## src/rtl/seq101_pkg.sv

```systemverilog
// Shared types and defaults for the time-shared "101" detector arbiter.
package seq101_pkg;

    typedef enum logic [1:0] {
        IDLE  = 2'd0,
        SHIFT = 2'd1,
        DRAIN = 2'd2,
        DONE  = 2'd3
    } arb_state_e;

    localparam logic [1:0] S0 = 2'd0;
    localparam logic [1:0] S1 = 2'd1;
    localparam logic [1:0] S2 = 2'd2;
    localparam logic [1:0] S3 = 2'd3;

    localparam int DATA_W_DEF = 16;
    localparam int LEN_W_DEF  = 5;
    localparam int HIT_W_DEF  = 3;

endpackage

```

## src/rtl/seq101_core.sv

```systemverilog
// Non-overlapping "101" Moore detector; S3 always returns to S0 and drops its input bit.
module seq101_core
    import seq101_pkg::*;
(
    input  logic clk,
    input  logic reset,
    input  logic en,
    input  logic clr,
    input  logic din,
    output logic detect
);

    logic [1:0] state;
    logic [1:0] state_nxt;

    always_comb begin
        state_nxt = state;
        unique case (state)
            S0: state_nxt = din ? S1 : S0;
            S1: state_nxt = din ? S1 : S2;
            S2: state_nxt = din ? S3 : S0;
            S3: state_nxt = S0;
        endcase
    end

    always_ff @(posedge clk or posedge reset) begin
        if (reset)
            state <= S0;
        else if (clr)
            state <= S0;
        else if (en)
            state <= state_nxt;
    end

    assign detect = (state == S3);

endmodule

```

## src/rtl/seq101_arbiter.sv

```systemverilog
// Round-robin arbiter that serialises one requester's word LSB-first into a shared
// seq101_core, stalling while the core reports a detection, and returns a hit count.
module seq101_arbiter
    import seq101_pkg::*;
#(
    parameter int N_REQ  = 4,
    parameter int DATA_W = DATA_W_DEF,
    parameter int LEN_W  = LEN_W_DEF,
    parameter int HIT_W  = HIT_W_DEF
) (
    input  logic                      clk,
    input  logic                      reset,
    input  logic [N_REQ-1:0]          req,
    input  logic [N_REQ*DATA_W-1:0]   data,
    input  logic [N_REQ*LEN_W-1:0]    len,
    output logic [N_REQ-1:0]          grant,
    output logic [N_REQ-1:0]          done,
    output logic [HIT_W-1:0]          hits,
    output logic                      busy
);

    localparam int IDX_W = (N_REQ > 1) ? $clog2(N_REQ) : 1;

    arb_state_e         state, state_nxt;
    logic [IDX_W-1:0]   rr, idx, pick;
    logic [DATA_W-1:0]  word;
    logic [LEN_W-1:0]   blen, ptr, sel_len, clamped;
    logic [HIT_W-1:0]   hit_cnt, hit_inc, hits_q;
    logic               core_en, core_clr, consume, detect, last_bit;

    // Scan downward so the candidate nearest rr (searching upward with wrap) wins.
    always_comb begin
        pick = '0;
        for (int k = N_REQ - 1; k >= 0; k--) begin
            int j;
            j = int'(rr) + k;
            if (j >= N_REQ)
                j = j - N_REQ;
            if (req[j])
                pick = IDX_W'(j);
        end
    end

    assign sel_len  = len[int'(pick)*LEN_W +: LEN_W];
    assign clamped  = (sel_len > LEN_W'(DATA_W)) ? LEN_W'(DATA_W) : sel_len;
    assign last_bit = (ptr == blen - LEN_W'(1));
    assign hit_inc  = (hit_cnt == '1) ? hit_cnt : hit_cnt + HIT_W'(1);

    always_comb begin
        state_nxt = state;
        core_en   = 1'b0;
        core_clr  = 1'b0;
        consume   = 1'b0;
        unique case (state)
            IDLE: begin
                core_clr = 1'b1;
                if (|req)
                    state_nxt = (clamped == '0) ? DRAIN : SHIFT;
            end
            SHIFT: begin
                // During a stall the core still steps S3->S0; the bit waits.
                core_en = 1'b1;
                if (!detect) begin
                    consume = 1'b1;
                    if (last_bit)
                        state_nxt = DRAIN;
                end
            end
            DRAIN:   state_nxt = DONE;
            DONE:    state_nxt = IDLE;
            default: state_nxt = IDLE;
        endcase
    end

    always_ff @(posedge clk or posedge reset) begin
        if (reset)
            state <= IDLE;
        else
            state <= state_nxt;
    end

    always_ff @(posedge clk or posedge reset) begin
        if (reset) begin
            rr      <= '0;
            idx     <= '0;
            word    <= '0;
            blen    <= '0;
            ptr     <= '0;
            hit_cnt <= '0;
            hits_q  <= '0;
        end else begin
            unique case (state)
                IDLE: if (|req) begin
                    idx     <= pick;
                    word    <= data[int'(pick)*DATA_W +: DATA_W];
                    blen    <= clamped;
                    ptr     <= '0;
                    hit_cnt <= '0;
                end
                SHIFT: begin
                    if (detect)
                        hit_cnt <= hit_inc;
                    else if (consume) begin
                        word <= word >> 1;
                        ptr  <= ptr + LEN_W'(1);
                    end
                end
                DRAIN: hits_q <= detect ? hit_inc : hit_cnt;
                DONE:  rr <= (idx == IDX_W'(N_REQ - 1)) ? '0 : idx + IDX_W'(1);
                default: ;
            endcase
        end
    end

    seq101_core u_core (
        .clk    (clk),
        .reset  (reset),
        .en     (core_en),
        .clr    (core_clr),
        .din    (word[0]),
        .detect (detect)
    );

    assign grant = (state == SHIFT || state == DRAIN) ? (N_REQ'(1) << idx) : '0;
    assign done  = (state == DONE) ? (N_REQ'(1) << idx) : '0;
    assign hits  = hits_q;
    assign busy  = (state != IDLE);

endmodule

```

## config.mk

```make
export PLATFORM = sky130hd
export DESIGN_NAME = seq101_arbiter
export DESIGN_NICKNAME = d
export VERILOG_FILES = /design/src/rtl/seq101_pkg.sv /design/src/rtl/seq101_core.sv /design/src/rtl/seq101_arbiter.sv
export SDC_FILE = /design/constraint.sdc
export NUM_CORES = 1
export LEC_CHECK = 0
export CORE_UTILIZATION = 46
export DETAILED_ROUTE_END_ITERATION = 8
export HOLD_SLACK_MARGIN = 0.03
export PLACE_DENSITY = 0.93
export SYNTH_ARGS = -nofsm -noshare
export SYNTH_HDL_FRONTEND = slang
export SYNTH_HIERARCHICAL = 1
export SYNTH_SLANG_ARGS = --single-unit
```

## constraint.sdc

```tcl
create_clock -name clk -period 2.45 [get_ports clk]
set_input_delay 0.3675 -clock clk [delete_from_list [all_inputs] [get_ports clk]]
set_output_delay 0.3675 -clock clk [all_outputs]
set_load 0.02 [all_outputs]
```

==> flow_metrics.py, run 1 <==
metrics = {
    "synthesis": {
        "yosys_register_bits": 40,
        "synth_fp_nets": 440,
        "ys_types": 39,
        "synthArstFlopShare_pct": 100,
        "netlist_area_mm2": 0.00289,
        "yosysSeqAreaShare_pct": 34.7,
        "synth_edf_count": 0,
        "yosysTopAreaCellShare_pct": 34.7,
        "synth_warnings": 6,
        "synth_top_area_cell": "dfrtp_1",
        "synthTopCellsByCount": "nand2_1, dfrtp_1, nor2_1, and2_1, a31oi_1",
        "synth_ff_type": "dfrtp_1",
        "synth_area_leaders": "dfrtp_1, nand2_1, and2_1",
        "avgSynthCellArea_um2": 8.52,
        "syn_inst": 339,
        "yosysMostFrequentCell": "nand2_1",
    },
    "power": {
        "swShare_pct": 43.8,
        "p_clk_share_pct": 10.3,
        "internal_power_mw": 2.47,
        "comb_power_share_pct": 62.7,
        "power_mw": 4.40,
        "peakVddDrop_mv": 0.588,
        "switching_power_mw": 1.93,
        "p_leak_nw": 1.75,
        "power_density_mw_per_mm2": 1070,
        "seq_power_share_pct": 27.0,
    },
    "sta": {
        "min_period_ns": 2.25,
        "period_share_pct": 91.9,
        "relSlewSlack_pct": 57.4,
        "fin_skew_ns": 0.00527,
        "rsz0062_at_grt": "no",
        "fmax_mhz": 444,
        "hold_viol": 0,
        "slew_viol_final": 0,
        "setup_violations": 0,
        "worst_pin_slew_ns": 0.634,
    },
    "clock_network": {
        "clkTransAtPathRegs_ns": 0.08,
        "cts_made_buffers": 5,
        "cts_setup_buffers": 0,
        "insertion_delay_ns": 0.30,
        "clockBufferDepth": 2,
        "cts.sink_count": 40,
        "postCtsHoldBufs": 0,
        "clockRootBuffer": "clkbuf_8",
        "ctsResizeCount": 0,
        "htreeDepth": 2,
        "cts_tree": "yes",
    },
    "grt": {
        "grt_max_degree": 38,
        "antenna_found_initial": 0,
        "overflow": 0,
        "grt_pass1_vias": 2696,
        "grtUsageTotal_pct": 24.2,
        "grt_pass1_wl_um": 12000,
    },
    "floorplanning": {
        "fp.dieW_um": 81.2,
        "ioPinCount": 102,
        "die-area_mm2": 0.00660,
        "die_y_um": 81.2,
        "initial_core_util_pct": 48.2,
        "fp-row-count": 28,
        "design.core.area_mm2": 0.00599,
    },
    "final_layout": {
        "fin_util_pct": 68.9,
        "area_delta_synth_final_pct": 43.0,
        "antenna_cells": 0,
        "register_area_mm2": 0.00100,
        "multi_input_area_mm2": 0.00170,
        "nets": 541,
        "stdcell_count": 516,
        "drive_gt1_share_pct": 7.48,
        "fillCellCount": 454,
    },
    "route": {
        "firstDrtPassIters": 4,
        "drtIter0Drc": 144,
        "wl_um": 7520,
        "num_vias": 2866,
        "via_per_inst": 5.55,
        "drc": 0,
        "wl_per_cell_um": 14.6,
        "antenna_left": 0,
    },
    "setup_path": {
        "start_kind": "flop",
        "r2r_cells": 8,
        "critPathCaptureType": "output pin",
        "arrival_ns": 1.88,
        "crit_fanout": 5,
        "critPathKind": "reg -> out",
        "worst_ep_required_time_ns": 2.08,
    },
    "run": {
        "cap_violations": 0,
    },
    "place": {
        "portBuffers": 101,
        "gp_congestion": 0.876,
        "place_inst": 508,
        "dp_hpwl_um": 5970,
    },
    "outcome": {
        "outcome": "complete, no violations",
    },
    "hold_path": {
        "worst_hold_path_type": "in -> async",
    },
}
==> path summary, 6_finish.rpt <==
| check | startpoint | end | slack, ns |
|---|---|---|---|
| min in group clk | hit_cnt[1] | hit_cnt[1] | 0.51 |
| max in group asynchronous | reset | blen[0] | 1.45 |
| hold / removal | reset | u_core/state[1] | 0.26 |
| setup reg to reg | rr[1] | state[0] | 0.35 |
| setup / recovery | state[0] | grant[2] | 0.20 |
| hold reg to reg | hit_cnt[1] | hit_cnt[1] | 0.51 |
==> state kept, by name (all words and copies together), names as in the netlist <==
signal and flops:
ptr 5, blen 5, word 16, hits 3, u_core/state 2, hit_cnt 3
rr 2, idx 2, state 2
==> cell families after synthesis <==
logic type | Yosys count | share of synthesized area [%]
flops | 40 | 34.7
simple gates | 138 | 22.0
fa+ha+maj | 11 | 4.77
xor+xnor | 11 | 3.34
buf+inv | 35 | 6.76
compound gates | 84 | 21.2
mux | 20 | 7.24
==> placed cells by master (no fill, tap or decap), types with 2 or more instances in the layout <==
cell             netlist  routed
o221ai_1               2       2
xnor2_1                7       7
ha_1                  11      11
nand4_1                4       4
mux2_2                 7       7
nand3_1                3       3
nand2b_1               2       2
and2_1                25      25
clkinvlp_4             0       2
o31ai_1                4       4
nand2_1               64      64
buf_4                  1       9
o21ai_0                8       8
a311o_1               15      15
mux2i_1               13      13
dfrtp_1               40      40
a21o_1                 4       4
a31oi_1               16      16
clkdlybuf4s50_1        0     101
xor2_1                 4       4
a211oi_1              15      15
nor2b_1                3       3
o21ai_1                2       2
nor3_1                 3       3
nand3b_1               2       2
buf_12                 0       6
a21oi_1               11      10
inv_1                 13      13
clkbuf_8               0       5
a22o_1                 3       3
nor2_1                28      28
==> layer usage <==
metal	track usage [%]	up-vias	wire [um]
met4	8.39	0	155
met2	44.4	114	3850
met5	0	-	0
met1	27.9	1336	3090
met3	4.49	17	424
li1	-	1399	-
==> power groups by stage <==
stage | clock [mW] | sequential (mW) | combinational, mW
floorplan | 0 | 1.17 | 1.91
global placement | 0 | 1.18 | 2.63
detailed placement | 0 | 1.20 | 2.75
CTS | 0.459 | 1.19 | 2.77
global route | 0.491 | 1.22 | 3.05
finish | 0.451 | 1.19 | 2.76
==> critical path: stages, from the launching register on <==
cell             delay (ns)
dfrtp_1                0.42
inv_1                  0.09
ha_1                   0.35
and2_1                 0.14
clkdlybuf4s50_1        0.59
==> stage by stage <==
step / hold WS [ns] / setup TNS [ns] / cell area (um2) / worst slack [ns]
global route: 0.281 / 0 / 4130 / 0.0842
detailed placement: 0.487 / -0.0766 / 4040 / -0.0636
global placement: 0.473 / -0.0176 / 4040 / -0.0176
CTS: 0.262 / 0 / 4130 / 0.188
floorplan: 0.109 / 0 / 2890 / 0.519
finish: 0.259 / 0 / 4130 / 0.198
==> area by class of cell <==
cell class,instances,area share [%]
clock buffer,5,1.67
clock inverter,3,0.576
inverter,13,1.18
sequential,40,24.2
timing repair buffer,116,29.0
tap,75,2.27
multi-input combinational,264,41.0
Power figures use the tool's default switching activity.
==> run 2: changes to the inputs <==
--- a/config.mk
+++ b/config.mk
@@ -5,10 +5,12 @@
 export SDC_FILE = /design/constraint.sdc
 export NUM_CORES = 1
 export LEC_CHECK = 0
-export CORE_UTILIZATION = 46
+export CELL_PAD_IN_SITES_DETAIL_PLACEMENT = 0
+export CELL_PAD_IN_SITES_GLOBAL_PLACEMENT = 1
+export CORE_UTILIZATION = 33
 export DETAILED_ROUTE_END_ITERATION = 8
 export HOLD_SLACK_MARGIN = 0.03
-export PLACE_DENSITY = 0.93
+export PLACE_DENSITY = 0.92
 export SYNTH_ARGS = -nofsm -noshare
 export SYNTH_HDL_FRONTEND = slang
 export SYNTH_HIERARCHICAL = 1
==> flow_metrics.py, run 2 (synthesis results as in run 1) <==
metrics = {
    "sta": {
        "min_period_ns": 2.24,
        "rsz0062_at_grt": "no",
        "hold_viol": 0,
        "worst_pin_slew_ns": 0.662,
        "fin_skew_ns": 0.00600,
        "relSlewSlack_pct": 55.8,
        "setup_violations": 0,
        "slew_viol_final": 0,
        "period_share_pct": 91.3,
        "hold_slack_ns": 0.270,
        "fmax_mhz": 447,
    },
    "route": {
        "drtIter0Drc": 79,
        "firstDrtPassIters": 5,
        "via_per_inst": 5.07,
        "drc": 0,
        "wl_um": 7380,
        "wl_per_cell_um": 13.4,
        "num_vias": 2788,
        "antenna_left": 0,
    },
    "setup_path": {
        "crit_fanout": 17,
        "worst_ep_required_time_ns": 2.66,
        "arrival_ns": 2.45,
        "critPathKind": "in -> reg",
        "start_kind": "primary input",
        "critPathCaptureType": "flop",
        "crit_slowest_cell": "o211ai_2",
        "cpPeakStageDelay_ns": 0.55,
        "crit_family": "compound AO/OA/AOI/OAI gates",
        "crit_chain": "clkdlybuf4s50_1, nand2_1, o211ai_2, buf_4, and2_1, a211oi_1, a311o_1, a31oi_1",
        "critPathBufInv": 2,
    },
    "final_layout": {
        "layout_common_cells": "clkdlybuf4s50_1, nand2_1, dfrtp_1",
        "regMostFlops": "word",
        "nets": 546,
        "area_delta_synth_final_pct": 45.3,
        "stdcell_count": 550,
        "antenna_cells": 0,
        "largest_reg_flops": 16,
        "drive_gt1_share_pct": 8.31,
        "largestRegisters": "word (16), blen (5), ptr (5)",
        "final_common_cell": "clkdlybuf4s50_1",
    },
    "grt": {
        "grt_pass1_wl_um": 12400,
        "grtUsageTotal_pct": 17.4,
        "overflow": 0,
        "grt_pass1_vias": 2725,
        "grt_max_degree": 39,
        "antenna_found_initial": 0,
    },
    "clock_network": {
        "cts_tree": "yes",
        "cts_made_buffers": 5,
        "htreeDepth": 2,
        "clockBufferDepth": 2,
        "ctsResizeCount": 0,
        "clockRootBuffer": "clkbuf_8",
        "cts.sink_count": 40,
        "postCtsHoldBufs": 0,
        "cts_setup_buffers": 0,
        "insertion_delay_ns": 0.29,
        "clkTransAtPathRegs_ns": 0.07,
    },
    "power": {
        "p_leak_nw": 1.78,
        "power_mw": 4.41,
        "peakVddDrop_mv": 0.419,
        "power_density_mw_per_mm2": 1050,
    },
    "floorplanning": {
        "initial_core_util_pct": 34.6,
        "die-area_mm2": 0.00913,
        "design.core.area_mm2": 0.00834,
        "ioPinCount": 102,
        "die_y_um": 95.5,
        "fp.dieW_um": 95.5,
        "fp-row-count": 33,
    },
    "place": {
        "dp_hpwl_um": 5740,
        "place_inst": 543,
        "gp_congestion": 0.798,
        "portBuffers": 101,
    },
    "hold_path": {
        "worst_hold_path_type": "in -> async",
    },
    "run": {
        "cap_violations": 0,
    },
    "outcome": {
        "outcome": "complete, no violations",
    },
}
[run 2: cell count changes in the layout (fill, tap and decap cells not counted)]
| cell | change |
|---|---|
| buf_12 | -1 |
| clkbuf_8 | +2 |
| buf_4 | +6 |
| clkinvlp_4 | -2 |
| clkinv_4 | -1 |
[run 2: final timing paths]
path	slack, ns	cells after the start	start	to
min in group clk	0.50	2	hit_cnt[1]	hit_cnt[1]
max reg2reg	0.33	7	rr[1]	word[13]
min reg2reg	0.50	2	hit_cnt[1]	hit_cnt[1]
min	0.27	2	reset	u_core/state[0]
max in group asynchronous	1.57	3	reset	word[6]
max	0.21	8	req[2]	word[5]
[run 2: cell type report]
cell class | count | area [um2]
clock buffer | 7 | 96.3
fill | 780 | 4140
sequential | 40 | 1000
tap | 105 | 131
timing repair buffer | 121 | 1220
inverter | 13 | 48.8
multi-input combinational | 264 | 1700
[run 2: where the power goes]
| group | switching [mW] | leakage [nW] | total, mW | internal, mW |
|---|---|---|---|---|
| Clock | 0.225 | 0.0503 | 0.476 | 0.251 |
| Combinational | 1.40 | 1.24 | 2.74 | 1.34 |
| Sequential | 0.231 | 0.491 | 1.19 | 0.959 |
[run 2: worst reg2reg max path: stages, from the launching register on]
cell	delay, ns
dfrtp_1	0.43
nor2b_1	0.17
o21ai_1	0.22
o211ai_2	0.34
and2_1	0.28
a211oi_1	0.30
a311o_1	0.20
a31oi_1	0.08
[run 2: routing by layer]
layer  GRT usage (%)  vias to the layer above  wire [um]
met4            4.60                        0         87
met3            4.39                        9        458
met5               0                        -          0
li1                -                     1409          -
met1            21.4                     1272       3350
met2            30.1                       98       3490
[run 2: per-stage QoR]
stage	setup TNS (ns)	area [um2]	utilization [%]	worst slack, ns
floorplan	0	2890	-	0.519
global placement	-0.195	4100	49.2	-0.0308
detailed placement	-0.821	4100	49.2	-0.102
CTS	0	4200	50.3	0.202
global route	0	4200	50.3	0.0171
finish	0	4200	50.3	0.213
==> run 3: changes to the inputs <==
--- a/config.mk
+++ b/config.mk
@@ -7,6 +7,7 @@
 export LEC_CHECK = 0
 export CELL_PAD_IN_SITES_DETAIL_PLACEMENT = 0
 export CELL_PAD_IN_SITES_GLOBAL_PLACEMENT = 1
+export CORE_ASPECT_RATIO = 0.9
 export CORE_UTILIZATION = 33
 export DETAILED_ROUTE_END_ITERATION = 8
 export HOLD_SLACK_MARGIN = 0.03
==> flow_metrics.py, run 3 (synthesis results as in run 1) <==
metrics = {
    "outcome": {
        "outcome": "complete, no violations",
    },
    "clock_network": {
        "insertion_delay_ns": 0.30,
        "cts_made_buffers": 5,
        "ctsResizeCount": 0,
        "clkTransAtPathRegs_ns": 0.08,
        "postCtsHoldBufs": 0,
        "cts.sink_count": 40,
        "clockBufferDepth": 2,
        "htreeDepth": 2,
        "cts_tree": "yes",
        "clockRootBuffer": "clkbuf_8",
        "cts_setup_buffers": 0,
    },
    "final_layout": {
        "area_delta_synth_final_pct": 44.0,
        "drive_gt1_share_pct": 7.06,
        "final_common_cell": "clkdlybuf4s50_1",
        "nets": 539,
        "largestRegisters": "word (16), blen (5), ptr (5)",
        "fin_util_pct": 50.3,
        "largest_reg_flops": 16,
        "regMostFlops": "word",
        "antenna_cells": 0,
        "layout_common_cells": "clkdlybuf4s50_1, nand2_1, dfrtp_1",
    },
    "power": {
        "p_clk_share_pct": 10.8,
        "comb_power_share_pct": 61.8,
        "switching_power_mw": 1.84,
        "seq_power_share_pct": 27.4,
        "swShare_pct": 42.6,
        "internal_power_mw": 2.48,
        "peakVddDrop_mv": 0.536,
        "power_density_mw_per_mm2": 1040,
        "p_leak_nw": 1.74,
    },
    "sta": {
        "slew_viol_final": 0,
        "min_period_ns": 2.25,
        "hold_slack_ns": 0.250,
        "period_share_pct": 91.8,
        "fmax_mhz": 445,
        "hold_viol": 0,
        "setup_violations": 0,
        "setup-tns-final_ns": 0,
        "fin_skew_ns": 0.00600,
        "worst_pin_slew_ns": 0.566,
        "relSlewSlack_pct": 61.9,
        "rsz0062_at_grt": "no",
    },
    "route": {
        "drc": 0,
        "antenna_left": 0,
        "wl_per_cell_um": 13.0,
        "wl_um": 7200,
        "via_per_inst": 4.95,
        "drtIter0Drc": 82,
        "firstDrtPassIters": 4,
        "num_vias": 2744,
    },
    "floorplanning": {
        "design.core.area_mm2": 0.00826,
        "ioPinCount": 102,
        "die-area_mm2": 0.00913,
        "fp-row-count": 31,
        "die_y_um": 90.7,
        "fp.dieW_um": 101,
        "initial_core_util_pct": 35.0,
    },
    "grt": {
        "gr-usage-met1_pct": 21.1,
        "grtUsageTotal_pct": 16.4,
        "antenna_found_initial": 0,
        "use_met2_pct": 27.3,
        "grt_max_degree": 38,
        "busiest_layer": "met2",
        "grt_pass1_wl_um": 12200,
        "grt.met3_usage_pct": 3.72,
        "overflow": 0,
        "grt_pass1_vias": 2785,
    },
    "setup_path": {
        "critPathCaptureType": "output pin",
        "crit_chain": "inv_1, ha_1, and2_1, clkdlybuf4s50_1",
        "start_kind": "flop",
        "worst_ep_required_time_ns": 2.08,
        "arrival_ns": 1.88,
        "r2r_start": "blen[0]",
        "critPathKind": "reg -> out",
        "cpPeakStageDelay_ns": 0.60,
        "crit_family": "buffers and inverters",
        "crit_slowest_cell": "clkdlybuf4s50_1",
        "critPathBufInv": 2,
        "crit_start": "state[0]",
        "crit_fanout": 5,
    },
    "place": {
        "dp_hpwl_um": 5610,
        "gp_congestion": 0.797,
        "portBuffers": 101,
    },
    "run": {
        "cap_violations": 0,
    },
    "hold_path": {
        "worst_hold_path_type": "in -> async",
    },
}
-- run 3: cell count changes in the layout (fill, tap and decap cells not counted) --
cell | before | now
buf_4 | 15 | 8
clkinvlp_4 | 0 | 2
clkbuf_8 | 7 | 6
-- run 3: metal layers --
layer  share of wire (%)  up-vias
met5                   0        -
met4                 1.2        0
met3                 5.2        8
met2                  46       72
met1                  47     1265
li1                    -     1399
-- run 3: layout make-up --
cell class                      instances  area [um2]
Clock buffer                            6        82.6
Clock inverter                          2        15.0
Fill cell                             751        4100
Inverter                               13        48.8
Multi-Input combinational cell        264        1700
Sequential cell                        40        1000
Tap cell                              115         144
Timing Repair Buffer                  114        1170
-- run 3: final timing paths --
check	to	slack [ns]	cells past startpoint
setup / recovery	grant[2]	0.20	4
hold / removal	u_core/state[0]	0.25	2
setup reg to reg	state[0]	0.39	9
hold reg to reg	hit_cnt[1]	0.52	2
max in group asynchronous	idx[0]	1.42	3
min in group clk	hit_cnt[1]	0.52	2
-- run 3: metrics by stage --
step	power, mW	setup slack (ns)	std cells	area, um2
final	4.33	0.200	554	4160
after global routing	4.72	0.0756	554	4160
after CTS	4.38	0.172	554	4160
after detailed placement	3.90	0.0472	546	4060
after global placement	3.80	0.134	546	4060
after floorplan	3.08	0.519	339	2890
-- run 3: power by group through the flow --
stage	clock, mW	combinational [mW]	sequential, mW
floorplan	0	1.91	1.17
global placement	0	2.62	1.18
detailed placement	0	2.70	1.20
CTS	0.480	2.71	1.19
global route	0.515	2.97	1.23
finish	0.467	2.67	1.19
